**config.mk**
```make
export PLATFORM = sky130hd
export DESIGN_NAME = sirali_cikarici
export DESIGN_NICKNAME = d
export VERILOG_FILES = /design/src/rtl/sirali_cikarici_pkg.sv /design/src/rtl/sirali_cikarici_parca_cikarici.sv /design/src/rtl/sirali_cikarici.sv
export SDC_FILE = /design/constraint.sdc
export NUM_CORES = 1
export LEC_CHECK = 0
export CAP_MARGIN = 20
export CORE_ASPECT_RATIO = 0.7
export CORE_MARGIN = 1.5
export CORE_UTILIZATION = 50
export DETAILED_ROUTE_END_ITERATION = 16
export GPL_ROUTABILITY_DRIVEN = 1
export GPL_TIMING_DRIVEN = 0
export PLACE_DENSITY_LB_ADDON = 0.25
export REMOVE_ABC_BUFFERS = 1
export SKIP_CTS_REPAIR_TIMING = 1
export SYNTH_ARGS = -nofsm -noshare
export SYNTH_HDL_FRONTEND = slang
export SYNTH_HIERARCHICAL = 1
export SYNTH_SLANG_ARGS = --single-unit
```
**constraint.sdc**
```tcl
create_clock -name clk -period 3.8 [get_ports clk]
set_clock_uncertainty 0.15 [all_clocks]
set_input_delay 0.76 -clock clk [delete_from_list [all_inputs] [get_ports clk]]
set_output_delay 0.76 -clock clk [all_outputs]
set_load 0.03 [all_outputs]
```
**src/rtl/sirali_cikarici_pkg.sv**
```systemverilog
// Shared types and defaults for the sliced multi-cycle subtractor.
package sirali_cikarici_pkg;

    localparam int DEF_WIDTH = 64;
    localparam int DEF_CHUNK = 8;
    localparam int DEF_N     = DEF_WIDTH / DEF_CHUNK;

    typedef enum logic [1:0] {
        ST_IDLE = 2'd0,
        ST_CALC = 2'd1,
        ST_DONE = 2'd2
    } state_t;

    // Slice counter width; at least one bit even for a single-slice build.
    function automatic int cnt_width(input int n);
        return (n > 1) ? $clog2(n) : 1;
    endfunction

endpackage

```
**src/rtl/sirali_cikarici_parca_cikarici.sv**
```systemverilog
// Combinational CHUNK-bit subtractor slice: {b_out, d} = a - b - b_in.
module parca_cikarici #(
    parameter int CHUNK = 8
) (
    input  logic [CHUNK-1:0] a,
    input  logic [CHUNK-1:0] b,
    input  logic             b_in,
    output logic [CHUNK-1:0] d,
    output logic             b_out
);

    logic [CHUNK:0] ext;

    // One extra bit catches the borrow out of the slice.
    always_comb begin
        ext   = {1'b0, a} - {1'b0, b} - {{CHUNK{1'b0}}, b_in};
        d     = ext[CHUNK-1:0];
        b_out = ext[CHUNK];
    end

endmodule

```
**src/rtl/sirali_cikarici.sv**
```systemverilog
// Multi-cycle unsigned subtractor: one CHUNK-bit slice per clock, LSB first,
// with the borrow carried between slices in a register.
module sirali_cikarici
    import sirali_cikarici_pkg::*;
#(
    parameter int WIDTH = DEF_WIDTH,
    parameter int CHUNK = DEF_CHUNK
) (
    input  logic             clk,
    input  logic             rst_n,
    input  logic             start,
    input  logic [WIDTH-1:0] number1,
    input  logic [WIDTH-1:0] number2,
    output logic [WIDTH-1:0] diff,
    output logic             borrow,
    output logic             busy,
    output logic             done
);

    localparam int N  = WIDTH / CHUNK;
    localparam int CW = cnt_width(N);

    generate
        if (CHUNK <= 0 || (WIDTH % CHUNK) != 0) begin : g_bad_chunk
            $error("sirali_cikarici: WIDTH must be a positive multiple of CHUNK");
        end
    endgenerate

    state_t           state_q, state_d;
    logic [CW-1:0]    cnt_q, cnt_d;
    logic             bin_q, bin_d;
    logic             borrow_q, borrow_d;
    logic [WIDTH-1:0] diff_q, diff_d;
    logic [WIDTH-1:0] a_q, a_d;
    logic [WIDTH-1:0] b_q, b_d;

    logic [CHUNK-1:0] a_sl, b_sl, d_sl;
    logic             bout;
    int               slice_idx;

    // Select the operand slices addressed by the counter.
    always_comb begin
        slice_idx = int'(cnt_q);
        a_sl      = a_q[slice_idx*CHUNK +: CHUNK];
        b_sl      = b_q[slice_idx*CHUNK +: CHUNK];
    end

    parca_cikarici #(
        .CHUNK (CHUNK)
    ) u_parca (
        .a     (a_sl),
        .b     (b_sl),
        .b_in  (bin_q),
        .d     (d_sl),
        .b_out (bout)
    );

    // Next-state, counter, borrow chain and slice write-back.
    always_comb begin
        state_d  = state_q;
        cnt_d    = cnt_q;
        bin_d    = bin_q;
        borrow_d = borrow_q;
        diff_d   = diff_q;
        a_d      = a_q;
        b_d      = b_q;
        case (state_q)
            ST_IDLE: begin
                if (start) begin
                    a_d      = number1;
                    b_d      = number2;
                    cnt_d    = '0;
                    bin_d    = 1'b0;
                    diff_d   = '0;
                    borrow_d = 1'b0;
                    state_d  = ST_CALC;
                end
            end
            ST_CALC: begin
                diff_d[slice_idx*CHUNK +: CHUNK] = d_sl;
                bin_d = bout;
                cnt_d = cnt_q + 1'b1;
                if (cnt_q == CW'(N-1)) begin
                    // Borrow out of the top slice is the unsigned less-than flag.
                    borrow_d = bout;
                    cnt_d    = '0;
                    state_d  = ST_DONE;
                end
            end
            ST_DONE: begin
                state_d = ST_IDLE;
            end
            default: begin
                state_d = ST_IDLE;
            end
        endcase
    end

    // Control and result registers; reset clears any partial result.
    always_ff @(posedge clk) begin
        if (!rst_n) begin
            state_q  <= ST_IDLE;
            cnt_q    <= '0;
            bin_q    <= 1'b0;
            borrow_q <= 1'b0;
            diff_q   <= '0;
        end else begin
            state_q  <= state_d;
            cnt_q    <= cnt_d;
            bin_q    <= bin_d;
            borrow_q <= borrow_d;
            diff_q   <= diff_d;
        end
    end

    // Operand holding registers; only meaningful after an accepted start.
    always_ff @(posedge clk) begin
        a_q <= a_d;
        b_q <= b_d;
    end

    assign diff   = diff_q;
    assign borrow = borrow_q;
    assign busy   = (state_q != ST_IDLE);
    assign done   = (state_q == ST_DONE);

endmodule

```
=== Word level (Yosys, flattened, before mapping) ===
Index checks and enable logic that the tools add are counted.

* Input bits: 131
* Output and inout bits: 67
* Bits in registers: 199
* Logic and storage cells: 40

* Eq/ne operators: 5
* Add/subtract/negate cells: 4
* Shifts and indexed selects: 4
* Reduce and logical (&&, ||, !) cells: 7
* Mux-type cells: 13

{| class="wikitable"
|+ Operators with widths
! cell !! number
|-
| $pmux 64 s2 || 1
|-
| $shiftx 64x7->8 || 2
|-
| $bwmux 64 || 1
|-
| $mux 64 || 1
|-
| $shift 8x33->64 const A || 1
|-
| $shiftx 8x33->64 || 1
|-
| $neg 6->33 || 1
|-
| $sub 8x8->9 || 1
|-
| $sub 9x1->9 || 1
|-
| $mux 3 || 2
|-
| $pmux 3 s2 || 1
|-
| $reduce_and 2->1 || 3
|-
| $mux 2 || 2
|-
| $ne 2x2->1 const B || 2
|-
| $pmux 1 s2 || 2
|-
| $pmux 2 s2 || 1
|-
| $reduce_bool 2->1 || 2
|-
| $add 3x1->3 const B || 1
|-
| $eq 3x3->1 const B || 1
|-
| $reduce_and 3->1 || 1
|-
| $eq 2x1->1 const B || 1
|-
| $eq 2x2->1 const B || 1
|-
| $logic_not 2->1 || 1
|-
| $mux 1 || 2
|}

=== Logic depth before layout (Yosys ltp) ===
Gate-level depths: netlist (run 1).

* Word-level depth: 6
* Mapped depth: 15
* Depth with buffers taken out: 13

=== Cells and area by module ===
Netlist (run 1), hierarchy kept.

{| class="wikitable"
|+ By module, submodules not included
! module !! times used !! area each (um^2) !! sequential area each (um^2) !! cells each
|-
| sirali_cikarici || 1 || 7782.5 || 5265.0 || 505
|-
| parca_cikarici || 1 || 554.3 || 0.0 || 76
|}

=== Worst setup path after synthesis (run 1) ===
No wires, ideal clock.

* Path kind: input to register
* Start: input start
* End: register borrow_q (netlist: borrow)
* Cell stages on the path: 5
* Arrival: 3.024 ns
* Library setup time: 0.116 ns
* Required time: 3.534 ns
* Buffers on the path: 1
* Slack: 0.510 ns
* Cell sequence: or3b_1 -> buf_4 -> inv_2 -> a211oi_1 -> a41o_1

* Longest elaborated chain between the ends: 2

{| class="wikitable"
|+ RTL lines
! element !! line !! text
|-
| from (decl) || sirali_cikarici.sv:11 || <nowiki>input logic start,</nowiki>
|-
| $ne 2x2->1 (no line) || -- ||
|-
| $reduce_and 3->1 (no line) || -- ||
|-
| to (signal assigned) || sirali_cikarici.sv:111 || <nowiki>borrow_q <= borrow_d;</nowiki>
|-
| to (decl) || sirali_cikarici.sv:32 || <nowiki>logic borrow_q, borrow_d;</nowiki>
|}

No other way between the ends.
A chain may end at the register's enable or synchronous reset.

=== Worst setup path after layout (run 1) ===
* Start: register cnt_q[0]
* End: register diff_q[23] (netlist: diff[23])

* Longest elaborated chain between the ends: 6
* Elaborated cells between the ends (all ways): 9
* Those cells by class: add/sub (3); shift (4); mux (2)

{| class="wikitable"
|+ RTL lines
! element !! line !! text
|-
| from (decl) || sirali_cikarici.sv:30 || <nowiki>logic [CW-1:0] cnt_q, cnt_d;</nowiki>
|-
| from (signal assigned) || sirali_cikarici.sv:109 || <nowiki>cnt_q <= cnt_d;</nowiki>
|-
| $shiftx 64x7->8 || sirali_cikarici.sv:45 || <nowiki>b_sl = b_q[slice_idx*CHUNK +: CHUNK];</nowiki>
|-
| net b_sl[5] || sirali_cikarici.sv:37 || <nowiki>logic [CHUNK-1:0] a_sl, b_sl, d_sl;</nowiki>
|-
| $sub 8x8->9 || sirali_cikarici_parca_cikarici.sv:16 || <nowiki>ext = {1'b0, a} - {1'b0, b} - {{CHUNK{1'b0}}, b_in};</nowiki>
|-
| $sub 9x1->9 || sirali_cikarici_parca_cikarici.sv:16 ||
|-
| net d_sl[7] || sirali_cikarici.sv:37 ||
|-
| $shiftx 8x33->64 || sirali_cikarici.sv:80 || <nowiki>diff_d[slice_idx*CHUNK +: CHUNK] = d_sl;</nowiki>
|-
| $bwmux 64 || sirali_cikarici.sv:80 ||
|-
| $pmux 64 s2 || sirali_cikarici.sv:67 || <nowiki>case (state_q)</nowiki>
|-
| to (signal assigned) || sirali_cikarici.sv:112 || <nowiki>diff_q <= diff_d;</nowiki>
|-
| to (decl) || sirali_cikarici.sv:33 || <nowiki>logic [WIDTH-1:0] diff_q, diff_d;</nowiki>
|}

The timed path passes the listed nets, and every way through them passes these cells.

==> qor.csv, run 1 <==
stage;metric;value;unit
outcome;status;complete, no violations;
sta;period utilization;0.9436;
worst_setup_path;Critical-path top delay cell;mux4_2;
synth;largest family of logic cells by synthesized area;multiplexers;
worst_setup_path;Critical Path End;diff[23]$_SDFFE_PN0P_;
worst_setup_path;CP top delay family;compound AO/OA/AOI/OAI gates;
finish;Multi-input gate area;0.002694;mm2
worst_setup_path;r2r startpoint;cnt_q[0]$_SDFFE_PN0P_;
worst_setup_path;Startpoint Class;register;
global_routing;GRT Util Overall;0.2251;
sta;Fin Setup TNS;0;ns
power_and_ir_drop;switching share of power;0.2687;
detailed_routing;Antenna Nets Post-Route;0;
worst_setup_path;critical path required time;3.99;ns
synth;Seq cells post-synth;199;
worst_setup_path;Worst path most repeated cell;ha_1;
clocking;CTS sink count;199;
synth;adder-cell area share of the yosys netlist;0.03782;
worst_setup_path;Critical Path, Cell by Cell;buf_4 > mux4_2 > nor2_1 > a221oi_2 > ha_1 > inv_1 > ha_1 > a21oi_2 > nand4b_1 > a31oi_1 > nand3b_1 > nand2_2 > o22ai_1;
clocking;Root Buffer;clkbuf_16;
worst_setup_path;worst reg2reg endpoint;diff[23]$_SDFFE_PN0P_;
power_and_ir_drop;PD cells;461.3;mW/mm2
synth;top cell type's share of synthesized area;0.4611;
worst_setup_path;CP peak stage delay;0.53;ns
worst_setup_path;reg2reg path depth;13;
synth;most frequent cell after synthesis;edfxtp_1;
power_and_ir_drop;maximum vdd drop;0.3668;mV
sta;final hold viol count;0;
sta;Max-Slew Margin vs Limit;0.5482;
place;Detail Placement HPWL;13.55;mm
floorplanning;Rows;39;
synth;Commonest cells post-synth;edfxtp_1, dfxtp_1, inv_1;
finish;area grow syn2layout;35.60;%
floorplanning;chip width;157.3;um
clocking;Clk Latency, worst-skew pair;0.43;ns
floorplanning;I/O pin cnt;198;
sta;Final setup viols;0;
clocking;clk slew on worst S/H paths;0.08;ns
global_routing;vias in the first global route;5695;
detailed_routing;Routed wire per std cell;19.12;um
worst_setup_path;Buf+Inv Stages, Crit Path;2;
worst_setup_path;CP startpoint;cnt_q[0]$_SDFFE_PN0P_;
detailed_routing;Pre-Repair DR Iteration Count;5;
synth;Synth Warn #;6;
floorplanning;initial core utilization;0.5115;
detailed_routing;DRC viols;0;
power_and_ir_drop;cell leakage power;0.003989;uW
synth;Synth area leaders;edfxtp_1, dfxtp_1, mux2i_1, mux4_2, ha_1;
sta;RSZ-0062 raised after global routing;no;
place;I/O Buffers;197;
worst_setup_path;CP arrival;3.78;ns
power_and_ir_drop;combinational share of power;0.181;
worst_setup_path;reg2reg setup slack;0.21;ns
synth;Synth cell types;57;
worst_hold_path;worst hold path class;register to register;
synth;post-synthesis mux area share;0.1021;
worst_setup_path;element type at the critical path end;register;
sta;FMAX;278.9;MHz
synth;Top FF cell, synth;edfxtp_1;
sta;actual slew at the worst max-slew pin;0.6763;ns
detailed_routing;vias post-DR;5599;
finish;fill count;1116;
detailed_routing;initial DRC count;388;
power_and_ir_drop;NetSw;1401;uW
place;gpl congestion;0.7792;
sta;Hold Slack;0.3021;ns
synth;post-synthesis sequential area ratio;0.6315;
clocking;CTS Buffer Depth;2;
finish;ratio of cells with drive above 1 in the final layout;0.1368;
worst_setup_path;Worst path depth;13;
floorplanning;core area;0.01630;mm2
worst_setup_path;Setup Crit Path Kind;register to register;
synth;Mapped Area;0.008337;mm2
global_routing;GR Overflow Total;0;
global_routing;first-pass GRT wire length;29.64;mm
synth;Post-Synth Simple-Gate Area;0.07294;
worst_setup_path;Max FO, Critical Path;8;
clocking;# H-tree levels;4;
finish;FF/Latch Area;0.005274;mm2
synth;Mean Syn Cell Area;14.35;um2
synth;Post-Synthesis Cells;581;
synth;post-synthesis xor/xnor area fraction;0.005253;
power_and_ir_drop;cell internal pwr;3813;uW
clocking;TritonCTS clock tree;built;
synth;Post-synth EDFFs;128;
detailed_routing;DR vias/cell;5.478;
sta;post-layout min period;3.586;ns
power_and_ir_drop;Pwr Total;5215;uW
floorplanning;DIE AREA;0.01747;mm2
synth;top cell type by total area after synthesis;edfxtp_1;
clocking;cts bufs inserted;17;
floorplanning;die height;111.0;um
flow_run;Max Cap Viol;0;
global_routing;antenna violations before repair;0;
power_and_ir_drop;sequential share of power;0.470;
global_routing;largest net degree at the start of global routing;106;
finish;Post-layout nets;939;
synth;ys async rst share;0;
synth;Compound-Gate Fraction of Synth Area;0.1006;
sta;final slew viol count;0;
power_and_ir_drop;clock network power share;0.350;
finish;ANT cells;0;
detailed_routing;total length of routed wires;19.54;mm
-- placed cells by master, fill, tap and decap left out, types with 3 or more instances in the layout --
cell type	n
nor2_1	21
o311ai_4	5
nand2_2	5
mux4_2	16
inv_1	65
nand2b_1	3
mux2i_1	49
clkbuf_16	20
nand2_1	14
a21boi_1	3
dfxtp_1	68
inv_8	4
inv_4	3
edfxtp_1	128
inv_6	3
ha_1	22
buf_12	3
nand3_1	28
a221oi_1	4
clkdlybuf4s50_1	196
o22ai_1	41
a221oi_2	13
a32o_1	8
buf_16	3
nor3_1	4
nand4b_1	4
buf_4	5
-- registers in the layout (all words and copies together), names as in the netlist --
name and count:
cnt_q 3, b_q 64, diff 64, state_q 2, borrow 1, a_q 64, bin_q 1
-- kinds of logic (layout without fill, tap and decap cells) --
kind of cell / count (synthesis) / count (layout)
buf+inv: 94 / 310
simple gates: 105 / 105
fa+ha+maj: 24 / 24
flops: 199 / 199
xor+xnor: 5 / 5
mux: 65 / 65
compound gates: 89 / 89
-- power by group through the flow --
stage                     registers, uW  logic, uW  clock network, uW
after floorplan                    2520        511                  0
after global placement             2510        836                  0
after detailed placement           2510        893                  0
after CTS                          2460        897               1850
after global routing               2460       1020               1950
final                              2450        943               1820
-- metal layers --
metal,global-route usage,vias up,part of all wire
li1,-,2601,-
met1,0.3022,2782,0.45
met2,0.3577,190,0.47
met3,0.06020,26,0.065
met4,0.06981,0,0.016
met5,0,-,0
-- how the worst min path moves through the flow --
stage | startpoint | slack [ns] | to | depth (start not counted)
floorplan | bin_q$_SDFFE_PN0P_ | 0.30 | bin_q$_SDFFE_PN0P_ | 2
global placement | diff[20]$_SDFFE_PN0P_ | 0.29 | diff[20]$_SDFFE_PN0P_ | 2
detailed placement | diff[45]$_SDFFE_PN0P_ | 0.29 | diff[45]$_SDFFE_PN0P_ | 2
CTS | diff[45]$_SDFFE_PN0P_ | 0.30 | diff[45]$_SDFFE_PN0P_ | 2
global route | diff[42]$_SDFFE_PN0P_ | 0.32 | diff[42]$_SDFFE_PN0P_ | 2
finish | diff[45]$_SDFFE_PN0P_ | 0.30 | diff[45]$_SDFFE_PN0P_ | 2
-- per-stage QoR --
| stage | utilization | std cells | setup slack (ns) | instance area, um2 |
|---|---|---|---|---|
| 5_1_grt | 0.6936 | 1022 | 0.03019 | 11300 |
| 6_report | 0.6936 | 1022 | 0.2144 | 11300 |
| 2_1_floorplan | - | 555 | -0.6401 | 8177 |
| 3_3_place_gp | 0.6400 | 977 | -1.991 | 10430 |
| 3_5_place_dp | 0.6476 | 982 | -0.8433 | 10560 |
| 4_1_cts | 0.6847 | 1014 | -0.8851 | 11160 |
-- area by class of cell --
cell class,count,area share
sequential,199,0.4665
multi-input combinational,288,0.2383
timing repair buffer,210,0.1935
clock buffer,20,0.04328
tap,225,0.02490
inverter,68,0.02335
clock inverter,12,0.01018
-- tightest hold or removal path: cells and delay by family, from the launching register on --
family | cells | cell delay [ns]
buffers and inverters | 1 | 0.05
AOI/OAI and AO/OA | 1 | 0.05
DFF | 1 | 0.31
No activity file was read; power rests on OpenSTA's default activity.
==> run 2, diff against run 1 <==
CORE_ASPECT_RATIO = 0.6   (was 0.7)
==> qor.csv, run 2 (synthesis gave the netlist of run 1 again) <==
stage;metric;value;unit
detailed_routing;Pre-Repair DR Iteration Count;5;
sta;post-layout min period;3.588;ns
clocking;CTS sink count;199;
worst_setup_path;CP arrival;3.78;ns
worst_setup_path;Max FO, Critical Path;14;
clocking;Clk Latency, worst-skew pair;0.43;ns
sta;Hold Slack;0.3060;ns
worst_setup_path;Worst path most repeated cell;ha_1;
floorplanning;I/O pin cnt;198;
place;Detail Placement HPWL;14.01;mm
finish;commonest non-fill, non-tap cells in the layout;clkdlybuf4s50_1, edfxtp_1, dfxtp_1;
floorplanning;initial core utilization;0.5127;
clocking;# H-tree levels;4;
worst_setup_path;r2r startpoint;cnt_q[0]$_SDFFE_PN0P_;
worst_setup_path;Critical Path, Cell by Cell;buf_12 > mux4_2 > nor2_1 > a221oi_2 > ha_1 > inv_1 > ha_1 > a21oi_2 > nand4b_1 > a31oi_1 > nand3b_1 > nand2_2 > o22ai_1;
power_and_ir_drop;PD cells;456.3;mW/mm2
finish;fill count;1091;
worst_setup_path;CP peak stage delay;0.53;ns
worst_hold_path;min-delay src;diff[46]$_SDFFE_PN0P_;
detailed_routing;DRC viols;0;
worst_setup_path;Startpoint Class;register;
power_and_ir_drop;maximum vdd drop;0.2993;mV
finish;ratio of cells with drive above 1 in the final layout;0.1409;
finish;Post-layout nets;944;
sta;Max-Slew Margin vs Limit;0.5071;
global_routing;first-pass GRT wire length;30.10;mm
sta;actual slew at the worst max-slew pin;0.7352;ns
finish;Finished Core Util;0.6964;
global_routing;met2 Use GR;0.3603;
global_routing;largest net degree at the start of global routing;107;
clocking;Root Buffer;clkbuf_16;
clocking;clk slew on worst S/H paths;0.07;ns
worst_hold_path;worst hold path class;register to register;
worst_hold_path;Hold Path Cell Cnt;2;
clocking;CTS Buffer Depth;2;
detailed_routing;initial DRC count;331;
finish;area grow syn2layout;35.84;%
sta;RSZ-0062 raised after global routing;no;
clocking;TritonCTS clock tree;built;
flow_run;Max Cap Viol;0;
detailed_routing;DR vias/cell;5.421;
worst_setup_path;CP top delay family;compound AO/OA/AOI/OAI gates;
worst_hold_path;Hold EP;diff[46]$_SDFFE_PN0P_;
worst_setup_path;Critical-path top delay cell;mux4_2;
finish;Multi-input gate area;0.002698;mm2
sta;Final setup viols;0;
detailed_routing;Antenna Nets Post-Route;0;
place;placed inst area;0.01055;mm2
floorplanning;die height;103.0;um
worst_setup_path;critical path required time;3.99;ns
global_routing;M3 GR Usage;0.05720;
worst_setup_path;reg2reg setup slack;0.21;ns
place;I/O Buffers;197;
worst_setup_path;element type at the critical path end;register;
place;gpl congestion;0.7752;
global_routing;routing usage on met1;0.3225;
global_routing;antenna violations before repair;0;
finish;FF/Latch Area;0.005274;mm2
sta;FMAX;278.7;MHz
global_routing;GR Overflow Total;0;
clocking;cts bufs inserted;17;
worst_setup_path;reg2reg path depth;13;
sta;final slew viol count;0;
sta;period utilization;0.9442;
detailed_routing;total length of routed wires;20.06;mm
floorplanning;Rows;36;
detailed_routing;Routed wire per std cell;19.48;um
finish;ANT cells;0;
worst_setup_path;worst reg2reg endpoint;diff[23]$_SDFFE_PN0P_;
sta;final hold viol count;0;
floorplanning;chip width;169.7;um
finish;final instance area;0.01132;mm2
finish;most common cell after layout, fill and taps aside;clkdlybuf4s50_1;
floorplanning;core area;0.01626;mm2
global_routing;vias in the first global route;5713;
power_and_ir_drop;cell leakage power;0.003996;uW
floorplanning;DIE AREA;0.01748;mm2
global_routing;GRT Util Overall;0.2317;
worst_setup_path;Setup Crit Path Kind;register to register;
worst_setup_path;Buf+Inv Stages, Crit Path;2;
global_routing;grt peak-use layer;met2;
detailed_routing;vias post-DR;5584;
outcome;status;complete, no violations;
run 2: worst max-delay path by stage:
stage,slack [ns],to,cells after the start,from
2_1_floorplan,-0.64,diff[29]$_SDFFE_PN0P_,13,cnt_q[1]$_SDFFE_PN0P_
3_3_place_gp,-2.05,diff[13]$_SDFFE_PN0P_,12,cnt_q[1]$_SDFFE_PN0P_
3_5_place_dp,-0.61,diff[13]$_SDFFE_PN0P_,12,cnt_q[0]$_SDFFE_PN0P_
4_1_cts,-0.62,diff[13]$_SDFFE_PN0P_,12,cnt_q[0]$_SDFFE_PN0P_
5_1_grt,0.02,diff[23]$_SDFFE_PN0P_,13,cnt_q[0]$_SDFFE_PN0P_
6_report,0.21,diff[23]$_SDFFE_PN0P_,13,cnt_q[0]$_SDFFE_PN0P_
run 2: per-stage QoR:
stage / cells / setup WS (ns) / TNS [ns] / power, uW
global route: 1030 / 0.01642 / 0 / 5375
finish: 1030 / 0.2119 / 0 / 5167
floorplan: 555 / -0.6401 / -27.32 / 3029
CTS: 1017 / -0.6195 / -13.20 / 5154
detailed placement: 985 / -0.6094 / -13.17 / 3400
global placement: 980 / -2.052 / -232.46 / 3356
run 2: layout make-up:
type                       count  share of cell area
timing repair buffer         215              0.1960
clock buffer                  20             0.04221
multi-input combinational    288              0.2382
inverter                      68             0.02331
tap                          228             0.02519
sequential                   199              0.4657
clock inverter                12            0.009391
run 2: report_power, final:
group	leakage (uW)	internal, uW	switching, uW	total (uW)
Combinational	0.00190	410	537	947
Clock	0.000292	937	835	1770
Sequential	0.00180	2410	35.2	2450
run 2: tightest hold or removal path, cell delays in order (launching register included):
cell and delay (ns):
dfxtp_1 0.31, inv_1 0.05, o22ai_1 0.05
run 2: metal layers:
metal	part of all wire	wire, um	up-vias
met1	0.46	9324	2759
met2	0.45	9053	198
met3	0.073	1472	18
li1	-	-	2609
met4	0.011	213	0
met5	0	0	-
==> run 3, diff against run 2 <==
CAP_MARGIN = 25   (was 20)
==> qor.csv, run 3 (synthesis gave the netlist of run 1 again) <==
stage;metric;value;unit
finish;most common cell after layout, fill and taps aside;clkdlybuf4s50_1;
floorplanning;chip width;169.7;um
detailed_routing;total length of routed wires;19.84;mm
finish;area grow syn2layout;35.30;%
power_and_ir_drop;combinational share of power;0.181;
sta;final slew viol count;0;
detailed_routing;DRC viols;0;
power_and_ir_drop;switching share of power;0.2730;
global_routing;GRT Util Overall;0.2281;
place;DP Cell Count;985;
finish;Post-layout nets;936;
floorplanning;core area;0.01626;mm2
finish;ANT cells;0;
worst_setup_path;critical path required time;3.94;ns
clocking;cts bufs inserted;17;
global_routing;GR Overflow Total;0;
sta;Fin Setup TNS;0;ns
power_and_ir_drop;clock network power share;0.344;
sta;Final setup viols;0;
worst_setup_path;CP peak stage delay;0.53;ns
detailed_routing;DR vias/cell;5.457;
finish;Finished Core Util;0.6937;
clocking;Clk Latency, worst-skew pair;0.43;ns
place;Detail Placement HPWL;14.05;mm
clocking;clk slew on worst S/H paths;0.07;ns
sta;RSZ-0062 raised after global routing;no;
global_routing;first-pass GRT wire length;29.68;mm
sta;period utilization;0.9407;
detailed_routing;Pre-Repair DR Iteration Count;5;
place;gpl congestion;0.7752;
worst_setup_path;Startpoint Class;register;
sta;FMAX;279.8;MHz
clocking;TritonCTS clock tree;built;
sta;post-layout min period;3.575;ns
clocking;CTS sink count;199;
detailed_routing;vias post-DR;5577;
worst_hold_path;worst hold path class;register to register;
power_and_ir_drop;PD cells;458.2;mW/mm2
worst_setup_path;CP arrival;3.71;ns
worst_setup_path;Setup Crit Path Kind;register to register;
finish;ratio of cells with drive above 1 in the final layout;0.1335;
power_and_ir_drop;maximum vdd drop;0.3003;mV
place;I/O Buffers;197;
global_routing;largest net degree at the start of global routing;107;
finish;final instance area;0.01128;mm2
detailed_routing;Routed wire per std cell;19.42;um
floorplanning;I/O pin cnt;198;
power_and_ir_drop;NetSw;1411;uW
clocking;Root Buffer;clkbuf_16;
floorplanning;Rows;36;
sta;Max-Slew Margin vs Limit;0.5128;
global_routing;antenna violations before repair;0;
worst_setup_path;Critical-path top delay cell;mux4_2;
worst_setup_path;Max FO, Critical Path;14;
power_and_ir_drop;cell internal pwr;3757;uW
place;placed inst area;0.01055;mm2
floorplanning;die height;103.0;um
finish;commonest non-fill, non-tap cells in the layout;clkdlybuf4s50_1, edfxtp_1, dfxtp_1;
global_routing;vias in the first global route;5599;
power_and_ir_drop;sequential share of power;0.474;
power_and_ir_drop;cell leakage power;0.003967;uW
flow_run;Max Cap Viol;0;
detailed_routing;initial DRC count;416;
finish;fill count;1111;
sta;final hold viol count;0;
sta;actual slew at the worst max-slew pin;0.7266;ns
floorplanning;DIE AREA;0.01748;mm2
outcome;status;complete, no violations;
worst_setup_path;element type at the critical path end;register;
worst_setup_path;Critical Path, Cell by Cell;buf_12 > mux4_2 > nor2_1 > a221oi_2 > ha_1 > inv_1 > ha_1 > a21oi_2 > nand2_2 > a221oi_2 > nand3b_1 > nand2_4 > o22ai_1;
sta;Hold Slack;0.3025;ns
floorplanning;initial core utilization;0.5127;
finish;non-filler cells, final;1022;
clocking;# H-tree levels;4;
clocking;CTS Buffer Depth;2;
detailed_routing;Antenna Nets Post-Route;0;
## run 3: path summary, 6_finish.rpt
check,start,endpoint,slack (ns),cells after the start
setup reg to reg,cnt_q[0]$_SDFFE_PN0P_,diff[23]$_SDFFE_PN0P_,0.23,13
hold / removal,diff[57]$_SDFFE_PN0P_,diff[57]$_SDFFE_PN0P_,0.30,2
hold reg to reg,diff[57]$_SDFFE_PN0P_,diff[57]$_SDFFE_PN0P_,0.30,2
setup / recovery,cnt_q[0]$_SDFFE_PN0P_,diff[23]$_SDFFE_PN0P_,0.23,13
## run 3: area by class of cell
class	count	area, um2	share of cell area
Clock buffer	20	478.0	0.04237
Clock inverter	12	106.4	0.009429
Inverter	68	264.0	0.02341
Multi-Input combinational cell	288	2705	0.2398
Sequential cell	199	5274	0.4676
Tap cell	228	285.3	0.02529
Timing Repair Buffer	207	2167	0.1921
## run 3: critical path, delay by kind of cell (launching register included)
kind            cells  cell delay, ns
fa+ha+maj           2            0.68
compound gates      4            0.67
simple gates        4            0.61
mux                 1            0.53
flops               1            0.50
buf+inv             2            0.26
## run 3: through the flow
step                      total power, uW  setup WS (ns)
after CTS                            5163        -0.6144
after global routing                 5372        0.02305
after detailed placement             3400        -0.6051
after floorplan                      3029        -0.6401
final                                5168         0.2254
after global placement               3356         -2.052
## run 3: power by group through the flow
stage / Sequential (uW) / Combinational [uW] / Clock, uW
4_1_cts: 2460 / 895 / 1810
3_3_place_gp: 2510 / 843 / 0
6_report: 2450 / 937 / 1780
3_5_place_dp: 2510 / 892 / 0
2_1_floorplan: 2520 / 511 / 0
5_1_grt: 2460 / 1020 / 1890
## run 3: per-layer routing
layer / part of all wire / track usage
met5: 0 / 0
met4: 0.013 / 0.07556
met3: 0.071 / 0.04875
met2: 0.45 / 0.3562
met1: 0.46 / 0.3208
